==> src/rtl/trigger_manager.sv <==
// Trigger manager: synchronised ext/sw requests, arm/fire/holdoff FSM, counters.
// Optional TRIGGER_MANAGER_LOST_CNT_EN adds the saturating lost-request counter.
module trigger_manager #(
  parameter int HOLDOFF_W = 16,
  parameter int CNT_W     = 24
) (
  input  logic                 ipb_clk,
  input  logic                 ipb_rst_n,
  input  logic                 ext_trig,
  input  logic                 sw_trig,
  input  logic                 trig_enable,
  input  logic [HOLDOFF_W-1:0] holdoff_cycles,
  input  logic [4:0]           chan_busy,
  output logic                 trigger_out,
  output logic [CNT_W-1:0]     trig_count,
  output logic [15:0]          lost_count,
  output logic [1:0]           state_out
);

  typedef enum logic [1:0] {
    IDLE    = 2'd0,
    ARMED   = 2'd1,
    FIRE    = 2'd2,
    HOLDOFF = 2'd3
  } state_t;

  state_t               state, state_nxt;
  logic [HOLDOFF_W-1:0] hcnt, hcnt_nxt;
  logic                 sync1, sync2, sync_q;
  logic                 req, fire;

  // sync_q holds the previous synchronised level for edge detection
  always_ff @(posedge ipb_clk or negedge ipb_rst_n) begin
    if (!ipb_rst_n) begin
      sync1  <= 1'b0;
      sync2  <= 1'b0;
      sync_q <= 1'b0;
    end else begin
      sync1  <= ext_trig;
      sync2  <= sync1;
      sync_q <= sync2;
    end
  end

  assign req = (sync2 & ~sync_q) | sw_trig;

  always_comb begin
    state_nxt = state;
    hcnt_nxt  = hcnt;
    fire      = 1'b0;
    unique case (state)
      IDLE: begin
        hcnt_nxt = '0;
        if (trig_enable) state_nxt = ARMED;
      end
      ARMED: begin
        if (!trig_enable) begin
          state_nxt = IDLE;
        end else if (req && chan_busy == 5'd0) begin
          state_nxt = FIRE;
          fire      = 1'b1;
        end
      end
      FIRE: begin
        if (!trig_enable) begin
          state_nxt = IDLE;
          hcnt_nxt  = '0;
        end else if (holdoff_cycles != '0) begin
          state_nxt = HOLDOFF;
          hcnt_nxt  = holdoff_cycles;
        end else begin
          state_nxt = ARMED;
        end
      end
      HOLDOFF: begin
        if (!trig_enable) begin
          state_nxt = IDLE;
          hcnt_nxt  = '0;
        end else if (hcnt <= HOLDOFF_W'(1)) begin
          state_nxt = ARMED;
          hcnt_nxt  = '0;
        end else begin
          hcnt_nxt = hcnt - HOLDOFF_W'(1);
        end
      end
    endcase
  end

  always_ff @(posedge ipb_clk or negedge ipb_rst_n) begin
    if (!ipb_rst_n) begin
      state       <= IDLE;
      hcnt        <= '0;
      trigger_out <= 1'b0;
      trig_count  <= '0;
    end else begin
      state       <= state_nxt;
      hcnt        <= hcnt_nxt;
      trigger_out <= fire;
      trig_count  <= trig_count + CNT_W'(fire);
    end
  end

  assign state_out = state;

`ifdef TRIGGER_MANAGER_LOST_CNT_EN
  logic lost;

  assign lost = trig_enable & req &
                ((state == ARMED && chan_busy != 5'd0) ||
                 state == FIRE || state == HOLDOFF);

  always_ff @(posedge ipb_clk or negedge ipb_rst_n) begin
    if (!ipb_rst_n)
      lost_count <= '0;
    else if (lost && lost_count != 16'hFFFF)
      lost_count <= lost_count + 16'd1;
  end
`else
  assign lost_count = '0;
`endif

endmodule

==> config.mk <==
export PLATFORM = sky130hd
export DESIGN_NAME = trigger_manager
export DESIGN_NICKNAME = d
export VERILOG_FILES = /design/src/rtl/trigger_manager.sv
export SDC_FILE = /design/constraint.sdc
export NUM_CORES = 1
export LEC_CHECK = 0
export ABC_CLOCK_PERIOD_IN_PS = 2900
export CORE_MARGIN = 8
export CORE_UTILIZATION = 53
export DETAILED_ROUTE_END_ITERATION = 8
export DONT_BUFFER_PORTS = 1
export PLACE_DENSITY = 0.68
export SYNTH_ARGS = -nofsm -noshare
export SYNTH_HDL_FRONTEND = slang
export SYNTH_SLANG_ARGS = --single-unit
==> constraint.sdc <==
create_clock -name ipb_clk -period 2.9 [get_ports ipb_clk]
set_input_delay 0.29 -clock ipb_clk [delete_from_list [all_inputs] [get_ports ipb_clk]]
set_output_delay 0.29 -clock ipb_clk [all_outputs]
set_load 0.01 [all_outputs]
==> out/results.tsv, run 1 <==
stage	metric	value	unit
power_and_ir_drop	power_frac_seq	0.416	
layout	syn_to_final_growth	5.67	%
power_and_ir_drop	power.density	654	nW/um^2
run	cap_violations	0	
global_routing	grt_pass1_vias	2015	
place	place_congestion	0.875	
global_routing	gr-total-overflow	0	
place	dp_hpwl	4350	um
sta	setup_slack	0.522	ns
global_routing	grt_antenna_before_repair	0	
power_and_ir_drop	irDropWorstVdd	0.000413	V
sta	period_share	0.820	
sta	fmax	421	MHz
routing	wire_per_inst	18.3	um
critical_path	crit_arrival	2.57	ns
routing	drtIter0Drc	199	
floorplan	floorplan.initialDensity	0.546	
hold_path	holdCritPathClass	in2reg	
layout	fillers	426	
clock_network	cts_hold_buf	2	
floorplan	coreArea	4690	um^2
layout	fin_nets	301	
clock_network	clk_transition_reported_paths	0.09	ns
power_and_ir_drop	total_power	1770	uW
logic_synthesis	synth_warnings	0	
logic_synthesis	async_reset_ff_frac	1.00	
logic_synthesis	synth-seq-cells	46	
place	port_buffers	0	
clock_network	htree_levels	2	
power_and_ir_drop	combPwrFrac	0.360	
critical_path	cp-end-kind	flip-flop	
power_and_ir_drop	intPower	1100	uW
clock_network	cts_tree	built	
layout	drive_gt1_frac	0.0672	
critical_path	cp.required	3.09	ns
place	post-place-ws	0.519	ns
power_and_ir_drop	p_clk_frac	0.224	
floorplan	dieArea	7310	um^2
clock_network	post_cts_resized	0	
routing	vias	2019	
global_routing	grt_max_degree	47	
sta	min_period	2.38	ns
logic_synthesis	synth_edf_count	0	
global_routing	grt_usage	0.167	
critical_path	path_class	reg2reg	
floorplan	row_count	25	
clock_network	numClockSinks	46	
routing	viasPerCell	6.27	
logic_synthesis	ys.flop_type	dfrtp_1	
clock_network	root_buffer	clkbuf_8	
sta	rsz0062_at_grt	no	
status	status	finished, final reports clean	
layout	antennaDiodeCount	0	
critical_path	start_kind	flip-flop	
routing	firstDrtPassIters	4	
sta	hold_slack	0.133	ns
logic_synthesis	syn_area	2560	um^2
clock_network	worstSkewPairLatency	0.29	ns
routing	drtAntennaViolNets	0	
layout	utilization	0.577	
logic_synthesis	postSynthCellCount	261	
floorplan	io_pins	69	
logic_synthesis	avgSynthCellArea	9.81	um^2
routing	drc	0	
sta	max_slew.worst_pin.slew	0.585	ns
sta	finalMaxSlewViolations	0	
floorplan	die_h	85.5	um
clock_network	cts_setup_buffers	0	
power_and_ir_drop	switchingPower	675	uW
floorplan	die_w	85.5	um
power_and_ir_drop	p_leak	0.00124	uW
logic_synthesis	ys_seq_area_frac	0.449	
sta	relSlewSlack	0.606	
logic_synthesis	yosysUniqueCellTypes	44	
sta	skew	0.00678	ns
clock_network	cts.path.max_buffers	2	
critical_path	crit_fanout	5	
routing	wl	5910	um
sta	setup_viol	0	
global_routing	grt_pass1_wl	9960	um
sta	tns	0	ns
power_and_ir_drop	sw_frac_of_total	0.381	
sta	report.final.hold_viol_count	0	
clock_network	cts_made_buffers	5	
[worst max-delay path, stage by stage, from the launching register on]
cell and delay, ns:
dfrtp_1 0.47, inv_1 0.15, ha_1 0.20, inv_1 0.05, nor2_1 0.13, ha_1 0.23, ha_1 0.21, and3_1 0.27
and3_1 0.28, nand4_1 0.13, xnor2_1 0.14
[power by group through the flow]
stage	clock (uW)	combinational [uW]	sequential (uW)
after floorplan	0	474	737
after global placement	0	601	749
after detailed placement	0	612	750
after CTS	411	635	737
after global routing	433	712	746
final	396	638	737
[worst paths after layout]
kind,slack (ns),from,end,cells after the start
max in group asynchronous,2.20,ipb_rst_n,trig_count[10],2
hold / removal,0.13,holdoff_cycles[15],hcnt[15],2
hold reg to reg,0.36,sync1,sync2,0
min in group asynchronous,0.49,ipb_rst_n,trig_count[18],2
setup / recovery,0.52,state_out[1],trig_count[16],10
setup reg to reg,0.52,state_out[1],trig_count[16],10
[cell usage in the layout, fill, tap and decap left out, drive strengths merged, types with 3 or more instances in the layout]
cell type,instances
dfrtp,46
nand2,22
xnor2,19
conb,16
inv,14
nand3,12
nand4,10
a22oi,9
ha,8
nor2,7
and3,7
nor4,7
o22ai,7
o21ai,7
buf,7
a32oi,6
a31oi,6
o211ai,5
nor3,5
clkbuf,5
and4,4
a21oi,4
xor2,3
o2111ai,3
or4,3
[sequential cells by signal, summed over array words and instances (netlist names)]
| register | cells |
|---|---|
| trig_count | 24 |
| hcnt | 16 |
| state_out | 2 |
| sync1 | 1 |
| sync2 | 1 |
| sync_q | 1 |
| trigger_out | 1 |
[synth_stat cells, drive strengths merged (2+ instances only)]
master    n  area share
a21oi     4      0.0078
o2111ai   3       0.010
a32oi     6       0.021
o21ai     7       0.014
and3      7       0.017
nand3    12       0.023
and2      2      0.0049
buf      17       0.051
o311a     2      0.0078
inv      14       0.021
or4       3       0.010
nor3b     2      0.0059
dfrtp    46        0.45
nor2      7       0.010
xor2      3       0.010
a22oi     9       0.026
clkbuf    8       0.012
xnor2    19       0.065
nor2b     2      0.0049
nand4    10       0.024
and4      4       0.014
nor3      5      0.0098
nand2    22       0.032
o22ai     7       0.017
ha        8       0.039
o211ai    5       0.015
a31oi     6       0.015
nor4      7       0.017
or3       2      0.0049
[metrics by stage]
stage                     cell area (um^2)  std cells
after floorplan                       2620        276
after global placement                2570        311
after detailed placement              2570        311
after CTS                             2700        321
after global routing                  2710        322
final                                 2710        322
[final cells by class]
type / count / area [um^2] / share of cell area
Sequential cell: 46 / 1150 / 0.425
Clock buffer: 5 / 68.8 / 0.0254
Inverter: 14 / 52.6 / 0.0194
Timing Repair Buffer: 9 / 92.6 / 0.0342
Multi-Input combinational cell: 191 / 1250 / 0.463
Tap cell: 54 / 67.6 / 0.0250
Clock inverter: 3 / 21.3 / 0.00786
[logic make-up (layout without fill, tap and decap cells)]
family,Yosys count,count (layout),synth area share
xor gates and xnor gates,22,22,0.0752
other,1,16,0.00146
buffers and inverters,39,31,0.0835
AOI/OAI and AO/OA,56,56,0.157
adders and majority gates,8,8,0.0391
DFF,46,46,0.449
and+or+nand+nor,87,87,0.186
muxes,2,2,0.00830
[routing by layer]
layer | vias up | track usage | part of all wire
met1 | 1000 | 0.234 | 0.45
met2 | 64 | 0.248 | 0.46
met3 | 8 | 0.0392 | 0.075
met5 | - | 0 | 0
met4 | 0 | 0.0494 | 0.013
li1 | 947 | - | -
No activity file was read; power rests on OpenSTA's default activity.
==> run 2: changes to the inputs <==
Settings changed: ABC_CLOCK_PERIOD_IN_PS 2900 to 1950, PLACE_DENSITY 0.68 to 0.71.
Clock period 2.9 ns to 1.95 ns, I/O delays scaled along.
==> run 2 against run 1 <==
The run now ends with setup timing left. Via count rose by 7.8%. Largest cell class unchanged. Sequential share of layout area fell by 6.2 points. Non-clock buffer count grew 33. Cell area grew 17%. Sequential cell count unchanged. Highest routed layer unchanged. Critical path depth down 5. Clock power up 45%. Critical endpoint is now hcnt[6]. Combinational power up 110%. Maximum frequency grew 21%.
==> out/results.tsv, run 2 (synthesized netlist as in run 1, its figures left out) <==
stage	metric	value	unit	change
floorplan	floorplan.initialDensity	0.546		unchanged
power_and_ir_drop	p_clk_frac	0.191		-0.033
routing	wire_per_inst	18.4	um	+0.16%
layout	fillers	363		-15%
clock_network	htree_levels	2		unchanged
floorplan	dieArea	7310	um^2	unchanged
sta	period_share	1.01		+0.187
routing	drtIter0Drc	186		-6.5%
global_routing	grt_usage	0.180		+0.0135
critical_path	r2r-end	hcnt[6]		
power_and_ir_drop	total_power	3000	uW	+69%
hold_path	holdPathStages	2		unchanged
hold_path	hold_path_end	hcnt[15]		
power_and_ir_drop	p_leak	0.00144	uW	+16%
power_and_ir_drop	combPwrFrac	0.451		+0.091
place	port_buffers	0		unchanged
floorplan	die_h	85.5	um	unchanged
floorplan	row_count	25		unchanged
layout	largest_reg_flops	24		unchanged
global_routing	grt_antenna_before_repair	0		unchanged
layout	final_common_cell	dfrtp_1		
clock_network	cts.path.max_buffers	2		unchanged
critical_path	critPathLaunch	hcnt[7]		
place	place_congestion	0.922		+5.4%
routing	vias	2176		+7.8%
sta	fmax	509	MHz	+21%
critical_path	crit_arrival	2.14	ns	-0.43 ns
sta	setup_viol	4		+4
clock_network	numClockSinks	46		unchanged
critical_path	start_kind	flip-flop		
clock_network	cts_tree	built		
clock_network	clk_transition_reported_paths	0.09	ns	about the same
layout	final_cell_mix	dfrtp_1 (44), buf_4 (37), nand2_1 (22)		
layout	fin_nets	335		+11%
place	post-place-ws	-0.154	ns	-0.672 ns
routing	drtAntennaViolNets	0		unchanged
hold_path	holdCritPathClass	in2reg		
sta	max_slew.worst_pin.slew	0.511	ns	-0.0741 ns
sta	setup_slack	-0.0129	ns	-0.535 ns
place	dp_hpwl	4710	um	+8.2%
routing	drc	0		unchanged
power_and_ir_drop	intPower	1850	uW	+69%
routing	firstDrtPassIters	6		+2
clock_network	worstSkewPairLatency	0.30	ns	about the same
power_and_ir_drop	power_frac_seq	0.358		-0.058
layout	drive_gt1_frac	0.262		+0.194
global_routing	gr-total-overflow	0		unchanged
sta	report.final.hold_viol_count	0		unchanged
clock_network	cts_made_buffers	5		unchanged
floorplan	die_w	85.5	um	unchanged
power_and_ir_drop	irDropWorstVdd	0.000792	V	+92%
critical_path	path_class	reg2reg		
critical_path	crit-reg2reg-launch	hcnt[7]		
status	violations	setup timing		
sta	min_period	1.96	ns	-0.415 ns
floorplan	io_pins	69		unchanged
critical_path	cp-end-kind	flip-flop		
critical_path	r2r_cells	5		-5
sta	relSlewSlack	0.656		+0.0504
clock_network	root_buffer	clkbuf_8		
layout	antennaDiodeCount	0		unchanged
routing	viasPerCell	6.11		-2.5%
power_and_ir_drop	power.density	945	nW/um^2	+44%
global_routing	grt_max_degree	47		unchanged
run	cap_violations	0		unchanged
critical_path	cp.required	2.13	ns	-0.96 ns
sta	finalMaxSlewViolations	0		unchanged
critical_path	crit_fanout	7		+2
layout	largest-register	trig_count		
critical_path	r2r_setup_slack	-0.01	ns	-0.54 ns
power_and_ir_drop	sw_frac_of_total	0.384		+0.00229
global_routing	grt_pass1_vias	2183		+8.3%
sta	skew	0.00316	ns	-0.00362 ns
routing	wl	6540	um	+11%
power_and_ir_drop	switchingPower	1150	uW	+70%
sta	rsz0062_at_grt	yes		
floorplan	coreArea	4690	um^2	unchanged
layout	syn_to_final_growth	23.9	%	
global_routing	grt_pass1_wl	10700	um	+7.6%
hold_path	hold_path.startpoint	holdoff_cycles[15]		
status	status	finished, violations left		
[run 2: worst max-delay path: stages (launching register included)]
cell	delay, ns
dfrtp_1	0.39
or4_4	0.54
or3_4	0.36
o21a_4	0.25
a32oi_1	0.20
o22ai_1	0.10
[run 2: power groups by stage]
stage / Clock (uW) / Combinational (uW) / Sequential [uW]
final: 574 / 1350 / 1070
after global routing: 626 / 1490 / 1080
after CTS: 595 / 1190 / 1070
after detailed placement: 0 / 1140 / 1090
after global placement: 0 / 1110 / 1090
after floorplan: 0 / 716 / 1110
[run 2: per-stage QoR]
step                      hold WS, ns  instances  area, um^2  utilization  TNS (ns)
after floorplan                -0.101        276        2660            -    -0.153
after global placement        -0.0988        340        2850        0.607    -0.525
after detailed placement      -0.0990        340        2850        0.607     -1.55
after CTS                      0.0275        352        3010        0.642         0
after global routing           0.0409        356        3170        0.677    -0.554
final                          0.0324        356        3170        0.677   -0.0285
[run 2: worst max-delay path by stage]
| stage | endpoint | slack [ns] | cells past startpoint |
|---|---|---|---|
| after CTS | hcnt[10] | 0.006 | 8 |
| final | hcnt[6] | -0.01 | 5 |
| after global placement | hcnt[11] | -0.08 | 5 |
| after global routing | hcnt[15] | -0.07 | 5 |
| after floorplan | hcnt[11] | -0.04 | 6 |
| after detailed placement | hcnt[11] | -0.15 | 5 |
[run 2: metal layers]
metal | track usage | part of all wire
met5 | 0 | 0
met4 | 0.0669 | 0.012
met3 | 0.0592 | 0.097
met2 | 0.282 | 0.48
met1 | 0.226 | 0.41
[run 2: cell type report]
type                            instances  area [um^2]  share of cell area
Clock buffer                            6         72.6              0.0229
Clock inverter                          2         13.8             0.00434
Inverter                               14         52.6              0.0166
Multi-Input combinational cell        192         1450               0.456
Sequential cell                        46         1150               0.363
Tap cell                               54         67.6              0.0213
Timing Repair Buffer                   42          365               0.115
[run 2: what timing repair did]
action,4_1_cts,5_1_grt
pin swaps,2,5
gates cloned,1,0
gates resized for setup,8,23
hold endpoints to repair,47,0
endpoints found under the setup margin,20,24
setup buffers,0,4
hold buffers,3,0
==> run 3: changes to the inputs <==
Settings changed: SKIP_LAST_GASP set to 1.
==> results of run 3 <==
No change in the layout: final DEF, timing and power equal those of run 2.
